`config.mk`:
```
export PLATFORM = sky130hd
export DESIGN_NAME = fpu_scoreboard_flat
export DESIGN_NICKNAME = d
export VERILOG_FILES = /design/src/rtl/fpu_scoreboard_if.sv /design/src/rtl/fpu_scoreboard.sv /design/src/flat_wrapper.sv
export SDC_FILE = /design/constraint.sdc
export NUM_CORES = 1
export LEC_CHECK = 0
export CORE_ASPECT_RATIO = 0.7
export CORE_UTILIZATION = 58
export DETAILED_ROUTE_END_ITERATION = 10
export PLACE_DENSITY_LB_ADDON = 0.3
export SYNTH_ARGS = -nofsm -noshare
export SYNTH_HDL_FRONTEND = slang
export SYNTH_SLANG_ARGS = --single-unit
export TNS_END_PERCENT = 5
```
`constraint.sdc`:
```
create_clock -name clk -period 5.1 [get_ports clk]
set_clock_uncertainty 0.2 [all_clocks]
set_input_delay 1.53 -clock clk [delete_from_list [all_inputs] [get_ports clk]]
set_output_delay 1.53 -clock clk [all_outputs]
set_load 0.05 [all_outputs]
```
`src/rtl/fpu_scoreboard_if.sv`:
```
// Issue, decode-hazard and write-back signals shared between the FP pipeline
// and the in-flight op scoreboard.
interface fpu_scoreboard_if;
  logic       issue_valid;
  logic [4:0] issue_rd;
  logic [2:0] issue_lat;
  logic       issue_ready;
  logic [4:0] rs1i;
  logic [4:0] rs2i;
  logic       use_rs1;
  logic       use_rs2;
  logic       hazard;
  logic       wb_valid;
  logic [4:0] wb_rd;
  logic       flush;
  logic       busy;

  modport master (
    output issue_valid, issue_rd, issue_lat, rs1i, rs2i, use_rs1, use_rs2, flush,
    input  issue_ready, hazard, wb_valid, wb_rd, busy
  );

  modport slave (
    input  issue_valid, issue_rd, issue_lat, rs1i, rs2i, use_rs1, use_rs2, flush,
    output issue_ready, hazard, wb_valid, wb_rd, busy
  );
endinterface

```
`src/rtl/fpu_scoreboard.sv`:
```
// Four-entry FP scoreboard: tracks in-flight ops by destination and remaining
// latency, arbitrates the single write-back port and flags RAW hazards.
module fpu_scoreboard (
  input  logic            clk,
  input  logic            rst,
  fpu_scoreboard_if.slave sb
);
  localparam int ENTRIES = 4;

  logic [ENTRIES-1:0] ent_valid;
  logic [4:0]         ent_rd  [ENTRIES];
  logic [2:0]         ent_cnt [ENTRIES];

  logic [ENTRIES-1:0] retire;
  logic [ENTRIES-1:0] free_ent;
  logic [ENTRIES-1:0] alloc_oh;
  logic [ENTRIES-1:0] waw_hit;
  logic [ENTRIES-1:0] coll_hit;
  logic [ENTRIES-1:0] rd_hit;
  logic [3:0]         lat_plus1;
  logic [4:0]         wb_rd_sel;
  logic               full;
  logic               ready;
  logic               accept;

  always_comb begin
    lat_plus1 = {1'b0, sb.issue_lat} + 4'd1;
    wb_rd_sel = '0;
    for (int i = 0; i < ENTRIES; i++) begin
      retire[i]   = ent_valid[i] && (ent_cnt[i] == 3'd1);
      waw_hit[i]  = ent_valid[i] && (ent_rd[i] == sb.issue_rd);
      // A new op of latency L lands on the same edge as an entry holding cnt L+1.
      coll_hit[i] = ent_valid[i] && ({1'b0, ent_cnt[i]} == lat_plus1);
      rd_hit[i]   = ent_valid[i] &&
                    ((sb.use_rs1 && (sb.rs1i == ent_rd[i])) ||
                     (sb.use_rs2 && (sb.rs2i == ent_rd[i])));
      if (retire[i]) wb_rd_sel = ent_rd[i];
    end

    // An entry retiring this edge is reusable by the op issuing this cycle.
    free_ent = ~ent_valid | retire;
    alloc_oh = free_ent & (~free_ent + ENTRIES'(1));
    full     = ~|free_ent;

    ready  = !full && (sb.issue_lat != 3'd0) && !(|waw_hit) && !(|coll_hit) && !sb.flush;
    accept = sb.issue_valid && ready;

    sb.issue_ready = ready;
    sb.wb_valid    = (|retire) && !sb.flush;
    sb.wb_rd       = sb.wb_valid ? wb_rd_sel : 5'd0;
    sb.hazard      = (|rd_hit) && !sb.flush;
    sb.busy        = |ent_valid;
  end

  always_ff @(posedge clk or posedge rst) begin
    if (rst) begin
      ent_valid <= '0;
      for (int i = 0; i < ENTRIES; i++) begin
        ent_rd[i]  <= '0;
        ent_cnt[i] <= '0;
      end
    end else if (sb.flush) begin
      ent_valid <= '0;
      for (int i = 0; i < ENTRIES; i++) ent_cnt[i] <= '0;
    end else begin
      for (int i = 0; i < ENTRIES; i++) begin
        if (accept && alloc_oh[i]) begin
          ent_valid[i] <= 1'b1;
          ent_rd[i]    <= sb.issue_rd;
          ent_cnt[i]   <= sb.issue_lat;
        end else if (ent_valid[i]) begin
          ent_cnt[i] <= ent_cnt[i] - 3'd1;
          if (retire[i]) ent_valid[i] <= 1'b0;
        end
      end
    end
  end
endmodule
```
`src/flat_wrapper.sv`:
```
// flat-port wrapper written by rule: the top's interface ports become plain ports
module fpu_scoreboard_flat 
  (clk, rst, sb_issue_valid, sb_issue_rd, sb_issue_lat, sb_rs1i, sb_rs2i, sb_use_rs1, sb_use_rs2, sb_flush, sb_issue_ready, sb_hazard, sb_wb_valid, sb_wb_rd, sb_busy);
  fpu_scoreboard_if sb_i ();
  input  logic clk;
  input  logic rst;
  input wire logic [$bits(sb_i.issue_valid)-1:0] sb_issue_valid;
  input wire logic [$bits(sb_i.issue_rd)-1:0] sb_issue_rd;
  input wire logic [$bits(sb_i.issue_lat)-1:0] sb_issue_lat;
  input wire logic [$bits(sb_i.rs1i)-1:0] sb_rs1i;
  input wire logic [$bits(sb_i.rs2i)-1:0] sb_rs2i;
  input wire logic [$bits(sb_i.use_rs1)-1:0] sb_use_rs1;
  input wire logic [$bits(sb_i.use_rs2)-1:0] sb_use_rs2;
  input wire logic [$bits(sb_i.flush)-1:0] sb_flush;
  output wire logic [$bits(sb_i.issue_ready)-1:0] sb_issue_ready;
  output wire logic [$bits(sb_i.hazard)-1:0] sb_hazard;
  output wire logic [$bits(sb_i.wb_valid)-1:0] sb_wb_valid;
  output wire logic [$bits(sb_i.wb_rd)-1:0] sb_wb_rd;
  output wire logic [$bits(sb_i.busy)-1:0] sb_busy;
  assign sb_i.issue_valid = sb_issue_valid;
  assign sb_i.issue_rd = sb_issue_rd;
  assign sb_i.issue_lat = sb_issue_lat;
  assign sb_i.rs1i = sb_rs1i;
  assign sb_i.rs2i = sb_rs2i;
  assign sb_i.use_rs1 = sb_use_rs1;
  assign sb_i.use_rs2 = sb_use_rs2;
  assign sb_i.flush = sb_flush;
  assign sb_issue_ready = sb_i.issue_ready;
  assign sb_hazard = sb_i.hazard;
  assign sb_wb_valid = sb_i.wb_valid;
  assign sb_wb_rd = sb_i.wb_rd;
  assign sb_busy = sb_i.busy;
  fpu_scoreboard u_core (.clk(clk), .rst(rst), .sb(sb_i));
endmodule
```
==> results of run 1 <==
[placed cells by master, fill, tap and decap left out, drive strengths merged, types with 2 or more instances in the layout]
master         synthesis  final
or4                    2      2
mux2                  30     30
dfrtp                 36     36
dlygate4sd2            0      2
nor3                   7      7
and3                   4      4
a21oi                 11     11
xnor3                  2      2
a211oi                 7      7
clkbuf                 8      7
nor4                  11     11
o22ai                  3      3
dlymetal6s2s           0      3
ha                    10     10
nand2                 12     12
o2bb2ai                2      2
clkdlybuf4s50          0     18
o21ai                  6      6
nand4                  5      5
a22oi                  7      7
xor2                  38     38
a211o                  3      3
mux2i                  3      3
nand3b                 2      2
inv                   18     19
buf                    8     29
nand3                 12     12
nor2                  22     22
xnor2                 34     34
[registers in the layout, summed over array words and instances, names as in the netlist]
register          flops
u_core.ent_cnt       12
u_core.ent_rd        20
u_core.ent_valid      4
[Yosys cell counts (6+ instances only)]
cell      number  area (um2)
nand3_1       12        60.1
xor2_1        38         333
xnor2_1       34         298
a211oi_1       7        52.6
clkbuf_1       6        22.5
nor4_1        10        62.6
nor3_1         6        30.0
o21ai_0        6        30.0
a21oi_1       11        55.1
inv_1         18        67.6
ha_1          10         125
a22oi_1        7        52.6
mux2_4         7         105
dfrtp_1       36         901
nor2_1        22        82.6
buf_6          8        90.1
nand2_1       12        45.0
mux2_2        23         259
[repair_timing]
action | 4_1_cts | 5_1_grt
pin swaps | 2 | 1
gates cloned | 0 | 0
resized for setup | 10 | 8
setup endpoints to repair | 2 | 2
[through the flow]
stage          std cells  setup TNS, ns
6_report             427              0
3_5_place_dp         419         -0.283
3_3_place_gp         419         -0.206
2_1_floorplan        314              0
4_1_cts              427              0
5_1_grt              427              0
[tightest hold or removal path, delay by kind of cell, from the launching register on]
| family | cells | cell delay (ns) |
|---|---|---|
| compound gates | 1 | 0.08 |
| xor+xnor | 1 | 0.15 |
| flops | 1 | 0.41 |
[area by class of cell]
cell class	instances	area (um2)	share of cell area, %
Timing Repair Buffer	53	558	15.0
Multi-Input combinational cell	243	2020	54.1
Clock buffer	6	82.6	2.22
Inverter	18	67.6	1.81
Sequential cell	36	901	24.2
Clock inverter	2	13.8	0.369
Tap cell	69	86.3	2.32
[power groups by stage]
stage,Sequential (mW),Combinational (mW),Clock [mW]
after floorplan,0.430,0.322,0
after global placement,0.474,0.389,0
after detailed placement,0.476,0.402,0
after CTS,0.471,0.415,0.227
after global routing,0.485,0.456,0.240
final,0.479,0.421,0.225
[layer usage]
| layer | global-route usage (%) | vias to the layer above |
|---|---|---|
| li1 | - | 1186 |
| met1 | 48.0 | 1289 |
| met2 | 43.8 | 151 |
| met3 | 7.93 | 15 |
| met4 | 7.14 | 0 |
| met5 | 0 | - |
[path summary, 6_finish.rpt]
path / start / to / slack [ns] / cells past startpoint
worst max-delay path: sb_issue_rd[3] / sb_issue_ready / 0.07 / 8
worst min-delay path: u_core.ent_cnt[2]$_DFFE_PP0P_ / u_core.ent_cnt[2]$_DFFE_PP0P_ / 0.48 / 2
worst max register to register: u_core.ent_cnt[7]$_DFFE_PP0P_ / u_core.ent_rd[1]$_DFFE_PP0P_ / 1.90 / 9
worst min register to register: u_core.ent_cnt[2]$_DFFE_PP0P_ / u_core.ent_cnt[2]$_DFFE_PP0P_ / 0.48 / 2
max in group asynchronous: rst / u_core.ent_valid[1]$_DFF_PP0_ / 2.92 / 3
min in group asynchronous: rst / u_core.ent_rd[13]$_DFFE_PP0P_ / 1.45 / 3
[cells by family after synthesis]
group | Yosys count | synth area share [%]
simple gates | 84 | 15.7
fa+ha+maj | 10 | 4.07
compound gates | 42 | 9.11
buf+inv | 35 | 7.04
mux | 33 | 12.8
xor+xnor | 74 | 22.0
flops | 36 | 29.3
==> flow_summary.ini, run 1 <==
[outcome]
status = finished clean

[cts]
hold_buffers = 0
cts_root_buffer = clkbuf_8
cts.sinks = 36
clock_latency_ns = 0.30
cts_tree = yes
post_cts_buffers = 0
clk_pin_slew_ns = 0.09
htree_levels = 2
clk_path_buf_depth = 2
numCtsBuffers = 5

[pwr]
p_per_area_nw_per_um2 = 302
irDropWorstVdd_mv = 0.207
pwr-share-comb_pct = 37.5
p_clk_share_pct = 20.0
power_mw = 1.12
sequentialPowerShare_pct = 42.6
leakage_nw = 1.64
p_sw_share_pct = 38.4
switchingPower_mw = 0.431
power.internal_mw = 0.693

[placed_design]
placed_area_um2 = 3570
dp_slack_ns = -0.283
gp_congestion = 0.934
portBuffers = 32
place_hpwl_um = 5980

[die]
die-area_um2 = 5600
io_pins = 33
start_util_pct = 62.3
core_um2 = 4940
chipWidth_um = 89.0
die_h_um = 62.9
rows = 21

[timing]
hold_slack_ns = 0.475
tightestPinTransition_ns = 0.815
final-max-slew-violation-count = 0
period_needed_ns = 5.03
slew_headroom_pct = 45.1
setup_violations = 0
rsz0062_at_grt = no
setup_ws_ns = 0.0741
finalHoldViolations = 0
timing.fmax_mhz = 199
period_share_pct = 98.5

[route]
top_layer = met4
drt-met1-wl_um = 3740
wl_per_cell_um = 19.0
wl_met3_um = 794
postRouteAntennaNets = 0
wl_um = 8110
viasPerCell = 6.19
drc = 0
via_count = 2641
drtPass1Iterations = 5
wl_met2_um = 3460
drt_iter0_drc = 304

[yosys]
synth_edf_count = 0
yosysWarnings = 0
yosys_register_bits = 36
ys_async_sr_fraction_pct = 100
syn_area_um2 = 3080
synth_ff_type = dfrtp_1
synth_seq_area_share_pct = 29.3
synth.distinct_cells = 44
syn-instance-count = 314
syn_nets = 348
syn_area_per_cell_um2 = 9.79

[layout]
finish.utilization_pct = 75.4
antenna_cells = 0
synthToLayoutAreaGrowth_pct = 21.2
drive_gt1_share_pct = 24.6
final_cell_area_um2 = 3730
fillerInstances = 355
finalNetCount = 391

[worst_setup_path]
cp_max_fo = 4
setup.worst_path.start_class = input pin
cp.buffers_inverters = 3
path_class = input pin to primary output
cp-end-kind = primary output
path_cells = clkdlybuf4s50_1 -> xnor2_1 -> nand4_1 -> o31ai_1 -> nor4_2 -> nand2_1 -> inv_2 -> buf_12
cpPeakStageDelay_ns = 0.58
crit_slowest_cell = clkdlybuf4s50_1
cp_top_family = buffers and inverters
cp.required_ns = 3.37
arrival_ns = 3.30

[global_routing]
grt_overflow_total = 0
antenna_found_initial = 0
grt_pass1_wl_um = 13100
grt.total_usage_pct = 31.3
grt_max_degree = 37
grt_pass1_vias = 2549

[job]
max_cap_viol_count = 0

[worst_hold_path]
hp-class = register to register
Note: power is estimated with default switching activity, not from simulation.
==> run 2, diff against run 1 <==
--- a/config.mk
+++ b/config.mk
@@ -8,7 +8,7 @@
 export CORE_ASPECT_RATIO = 0.7
 export CORE_UTILIZATION = 58
 export DETAILED_ROUTE_END_ITERATION = 10
-export PLACE_DENSITY_LB_ADDON = 0.3
+export PLACE_DENSITY = 0.82
 export SYNTH_ARGS = -nofsm -noshare
 export SYNTH_HDL_FRONTEND = slang
 export SYNTH_SLANG_ARGS = --single-unit
==> flow_summary.ini, run 2 (synthesis results as in run 1) <==
[die]
chipWidth_um = 89.0
rows = 21
start_util_pct = 62.3
core_um2 = 4940
die-area_um2 = 5600
die_h_um = 62.9
io_pins = 33

[global_routing]
grt.total_usage_pct = 34.9
antenna_found_initial = 0
grt_max_degree = 37
grt_overflow_total = 0
grt_pass1_wl_um = 14500
grt_pass1_vias = 2888

[placed_design]
placedCellCount = 419
gp_congestion = 0.967
dp_slack_ns = -0.327
portBuffers = 32
place_hpwl_um = 6280

[worst_setup_path]
arrival_ns = 3.27
path_class = input pin to primary output
cp_max_fo = 4
cp-end-kind = primary output
reg2reg_from = u_core.ent_cnt[7]$_DFFE_PP0P_
cp.required_ns = 3.37
cp-startpoint = sb_rs1i[0]
setup.worst_path.start_class = input pin

[cts]
numCtsBuffers = 5
clk_path_buf_depth = 2
cts_tree = yes
clock_latency_ns = 0.30
clk_pin_slew_ns = 0.07
cts_root_buffer = clkbuf_8
hold_buffers = 0
cts.sinks = 36
htree_levels = 2

[layout]
instances_no_fill = 446
antenna_cells = 0
largest_registers = u_core.ent_rd x20, u_core.ent_cnt x12, u_core.ent_valid x4
final_common_cell = buf_4
layout_common_cells = buf_4, xor2_1, dfrtp_1
synthToLayoutAreaGrowth_pct = 26.9
drive_gt1_share_pct = 30.0
largest_reg_flops = 20
finalNetCount = 410
largest_register = u_core.ent_rd

[timing]
period_needed_ns = 5.00
tightestPinTransition_ns = 0.887
rsz0062_at_grt = no
finalHoldViolations = 0
period_share_pct = 98.1
setup_violations = 0
timing.fmax_mhz = 200
slew_headroom_pct = 40.2
hold_slack_ns = 0.487
final-max-slew-violation-count = 0
setup_ws_ns = 0.0982

[pwr]
irDropWorstVdd_mv = 0.221
leakage_nw = 1.76
power_mw = 1.21
p_per_area_nw_per_um2 = 310

[worst_hold_path]
hp-class = register to register
hp-start = u_core.ent_cnt[2]$_DFFE_PP0P_

[job]
max_cap_viol_count = 0

[route]
wl_um = 9000
drt_iter0_drc = 329
viasPerCell = 6.28
wl_per_cell_um = 20.2
via_count = 2799
drc = 0
drtPass1Iterations = 5
postRouteAntennaNets = 0

[outcome]
status = finished clean
-- run 2: cell count changes in the layout (fill, tap and decap cells not counted), sizes merged --
cell	delta
clkinvlp	+1
bufinv	+1
inv	-1
dlymetal6s2s	+2
clkdlybuf4s50	-2
buf	+20
dlygate4sd2	-2
-- run 2: final cells by class --
type,count,area (um2)
Clock inverter,3,42.5
Sequential cell,36,901
Fill cell,317,1040
Tap cell,69,86.3
Inverter,18,67.6
Clock buffer,5,68.8
Timing Repair Buffer,72,698
Multi-Input combinational cell,243,2040
-- run 2: routing by layer --
metal  vias to the layer above  GRT usage [%]  part of all wire (%)
met2                       206           50.6                    42
met3                        51           7.00                    11
li1                       1221              -                     -
met4                         0           15.3                   3.9
met1                      1321           50.1                    43
met5                         -              0                     0
-- run 2: path summary, 6_finish.rpt --
| kind | depth (start not counted) | slack (ns) | endpoint |
|---|---|---|---|
| worst min-delay path | 2 | 0.49 | u_core.ent_cnt[2]$_DFFE_PP0P_ |
| min in group asynchronous | 3 | 1.44 | u_core.ent_valid[0]$_DFF_PP0_ |
| worst max register to register | 24 | 0.71 | u_core.ent_valid[1]$_DFF_PP0_ |
| worst max-delay path | 8 | 0.1 | sb_hazard |
| worst min register to register | 2 | 0.49 | u_core.ent_cnt[2]$_DFFE_PP0P_ |
| max in group asynchronous | 3 | 2.91 | u_core.ent_cnt[6]$_DFFE_PP0P_ |
-- run 2: where the power goes --
part / switching [mW] / internal, mW / leakage (nW)
Sequential: 0.140 / 0.345 / 0.474
Combinational: 0.206 / 0.259 / 1.23
Clock: 0.114 / 0.145 / 0.0541
-- run 2: stage by stage --
step                util, %  cell area [um2]  setup TNS (ns)
finish                 79.0             3900               0
global route           79.0             3900               0
CTS                    78.2             3860               0
detailed placement     72.3             3570          -0.364
global placement       72.3             3570          -0.208
floorplan                 -             3080               0
-- run 2: critical path, stage by stage --
cell and delay (ns):
clkdlybuf4s50_1 0.51, xor2_1 0.20, nor4_2 0.35, nand3_1 0.13, nand2_1 0.09, a22oi_1 0.10, a21oi_2 0.21, buf_12 0.16
-- run 2: timing repair --
action                     4_1_cts  5_1_grt
resized for setup               12       19
buffers inserted                18        1
setup endpoints to repair        2        3
cloned                           0        0
pin swaps                        2        4
==> run 3, diff against run 2 <==
--- a/config.mk
+++ b/config.mk
@@ -6,9 +6,10 @@
 export NUM_CORES = 1
 export LEC_CHECK = 0
 export CORE_ASPECT_RATIO = 0.7
-export CORE_UTILIZATION = 58
+export CORE_UTILIZATION = 52
 export DETAILED_ROUTE_END_ITERATION = 10
-export PLACE_DENSITY = 0.82
+export HOLD_SLACK_MARGIN = 0.02
+export PLACE_DENSITY = 0.77
 export SYNTH_ARGS = -nofsm -noshare
 export SYNTH_HDL_FRONTEND = slang
 export SYNTH_SLANG_ARGS = --single-unit
==> constraint.sdc (replaced) <==
create_clock -name clk -period 4.4 [get_ports clk]
set_clock_uncertainty 0.2 [all_clocks]
set_input_delay 1.32 -clock clk [delete_from_list [all_inputs] [get_ports clk]]
set_output_delay 1.32 -clock clk [all_outputs]
set_load 0.05 [all_outputs]
==> flow_summary.ini, run 3 (synthesis results as in run 1) <==
[timing]
period_share_pct = 99.3
totalNegativeSetupSlack_ns = 0
slew_headroom_pct = 45.0
rsz0062_at_grt = yes
finalHoldViolations = 0
period_needed_ns = 4.37
tightestPinTransition_ns = 0.817
setup_violations = 0
setup_ws_ns = 0.0322
final-max-slew-violation-count = 0
timing.fmax_mhz = 229

[pwr]
power_mw = 1.36
p_per_area_nw_per_um2 = 347
leakage_nw = 1.72
irDropWorstVdd_mv = 0.220

[worst_setup_path]
arrival_ns = 2.85
cp_max_fo = 5
path_class = input pin to primary output
r2r_cells = 8
setup.worst_path.start_class = input pin
r2r_slack_ns = 1.28
reg2reg_from = u_core.ent_cnt[7]$_DFFE_PP0P_
cp.required_ns = 2.88
cp-end-kind = primary output
timing.rr.end = u_core.ent_cnt[0]$_DFFE_PP0P_

[layout]
largest_reg_flops = 20
final_cell_area_um2 = 3910
layout_common_cells = xor2_1, dfrtp_1, xnor2_1
finish.utilization_pct = 68.3
finalNetCount = 399
drive_gt1_share_pct = 30.3
antenna_cells = 0
largest_register = u_core.ent_rd
largest_registers = u_core.ent_rd x20, u_core.ent_cnt x12, u_core.ent_valid x4
final_common_cell = xor2_1
synthToLayoutAreaGrowth_pct = 27.2

[placed_design]
placed_area_um2 = 3590
gp_congestion = 0.903
portBuffers = 32
dp_slack_ns = -0.535
place_hpwl_um = 5940

[global_routing]
grt_max_degree = 37
antenna_found_initial = 0
grt_overflow_total = 0
grt.total_usage_pct = 28.0
grt_pass1_vias = 2519
grt_pass1_wl_um = 12800

[cts]
clock_latency_ns = 0.29
clk_path_buf_depth = 2
cts_root_buffer = clkbuf_8
hold_buffers = 0
cts_tree = yes
numCtsBuffers = 5
cts.sinks = 36
htree_levels = 2
clk_pin_slew_ns = 0.08

[route]
wl_per_cell_um = 18.8
drc = 0
postRouteAntennaNets = 0
drtPass1Iterations = 5
via_count = 2602
viasPerCell = 5.90
drt_iter0_drc = 248
wl_um = 8270

[worst_hold_path]
hp-start = u_core.ent_rd[12]$_DFFE_PP0P_
hold_end = u_core.ent_rd[12]$_DFFE_PP0P_
hp-class = register to register
min_path_cells = 1

[die]
rows = 23
io_pins = 33
die-area_um2 = 6230
start_util_pct = 53.7
chipWidth_um = 93.9
die_h_um = 66.3
core_um2 = 5730

[job]
max_cap_viol_count = 0

[outcome]
status = finished clean
## run 3: final cells by class
class / instances / area [um2]
sequential: 36 / 901
fill: 412 / 1810
clock inverter: 3 / 42.5
multi-input combinational: 243 / 2120
clock buffer: 5 / 68.8
inverter: 18 / 71.3
timing repair buffer: 61 / 611
tap: 75 / 93.8
## run 3: what timing repair did
| action | 4_1_cts | 5_1_grt |
|---|---|---|
| endpoints found under the setup margin | 2 | 2 |
| pin swaps | 11 | 8 |
| gates cloned | 0 | 0 |
| buffers inserted | 0 | 7 |
| endpoints found under the hold margin | 0 | 0 |
| gates resized for setup | 48 | 17 |
## run 3: worst max-delay path by stage
stage / startpoint / to / slack, ns / depth (start not counted)
3_5_place_dp: sb_issue_lat[0] / sb_issue_ready / -0.54 / 10
5_1_grt: sb_issue_lat[1] / sb_issue_ready / -0.02 / 10
6_report: sb_issue_rd[1] / sb_issue_ready / 0.03 / 9
2_1_floorplan: sb_issue_lat[1] / sb_issue_ready / 0.01 / 9
3_3_place_gp: sb_issue_lat[0] / sb_issue_ready / -0.45 / 10
4_1_cts: sb_issue_rd[2] / sb_issue_ready / -0.02 / 9
## run 3: routing by layer
| metal | global-route usage (%) | routed length, um | up-vias |
|---|---|---|---|
| met3 | 6.78 | 685 | 15 |
| li1 | - | - | 1199 |
| met1 | 40.1 | 3900 | 1261 |
| met2 | 41.4 | 3560 | 127 |
| met5 | 0 | 0 | - |
| met4 | 9.04 | 125 | 0 |
## run 3: per-stage QoR
stage	instances	hold slack, ns
2_1_floorplan	314	0.395
3_3_place_gp	426	0.440
3_5_place_dp	426	0.447
4_1_cts	434	0.464
5_1_grt	441	0.504
6_report	441	0.466
## run 3: critical path, cell delays in order
cell	delay [ns]
clkdlybuf4s15_1	0.21
buf_6	0.15
xor2_1	0.14
nor4_1	0.31
and3_2	0.27
nor3_4	0.05
nand2_2	0.12
clkinvlp_4	0.11
buf_12	0.15
## run 3: report_power, final
group	switching, mW	internal (mW)
Clock	0.127	0.168
Sequential	0.152	0.400
Combinational	0.227	0.284
Total	0.506	0.852
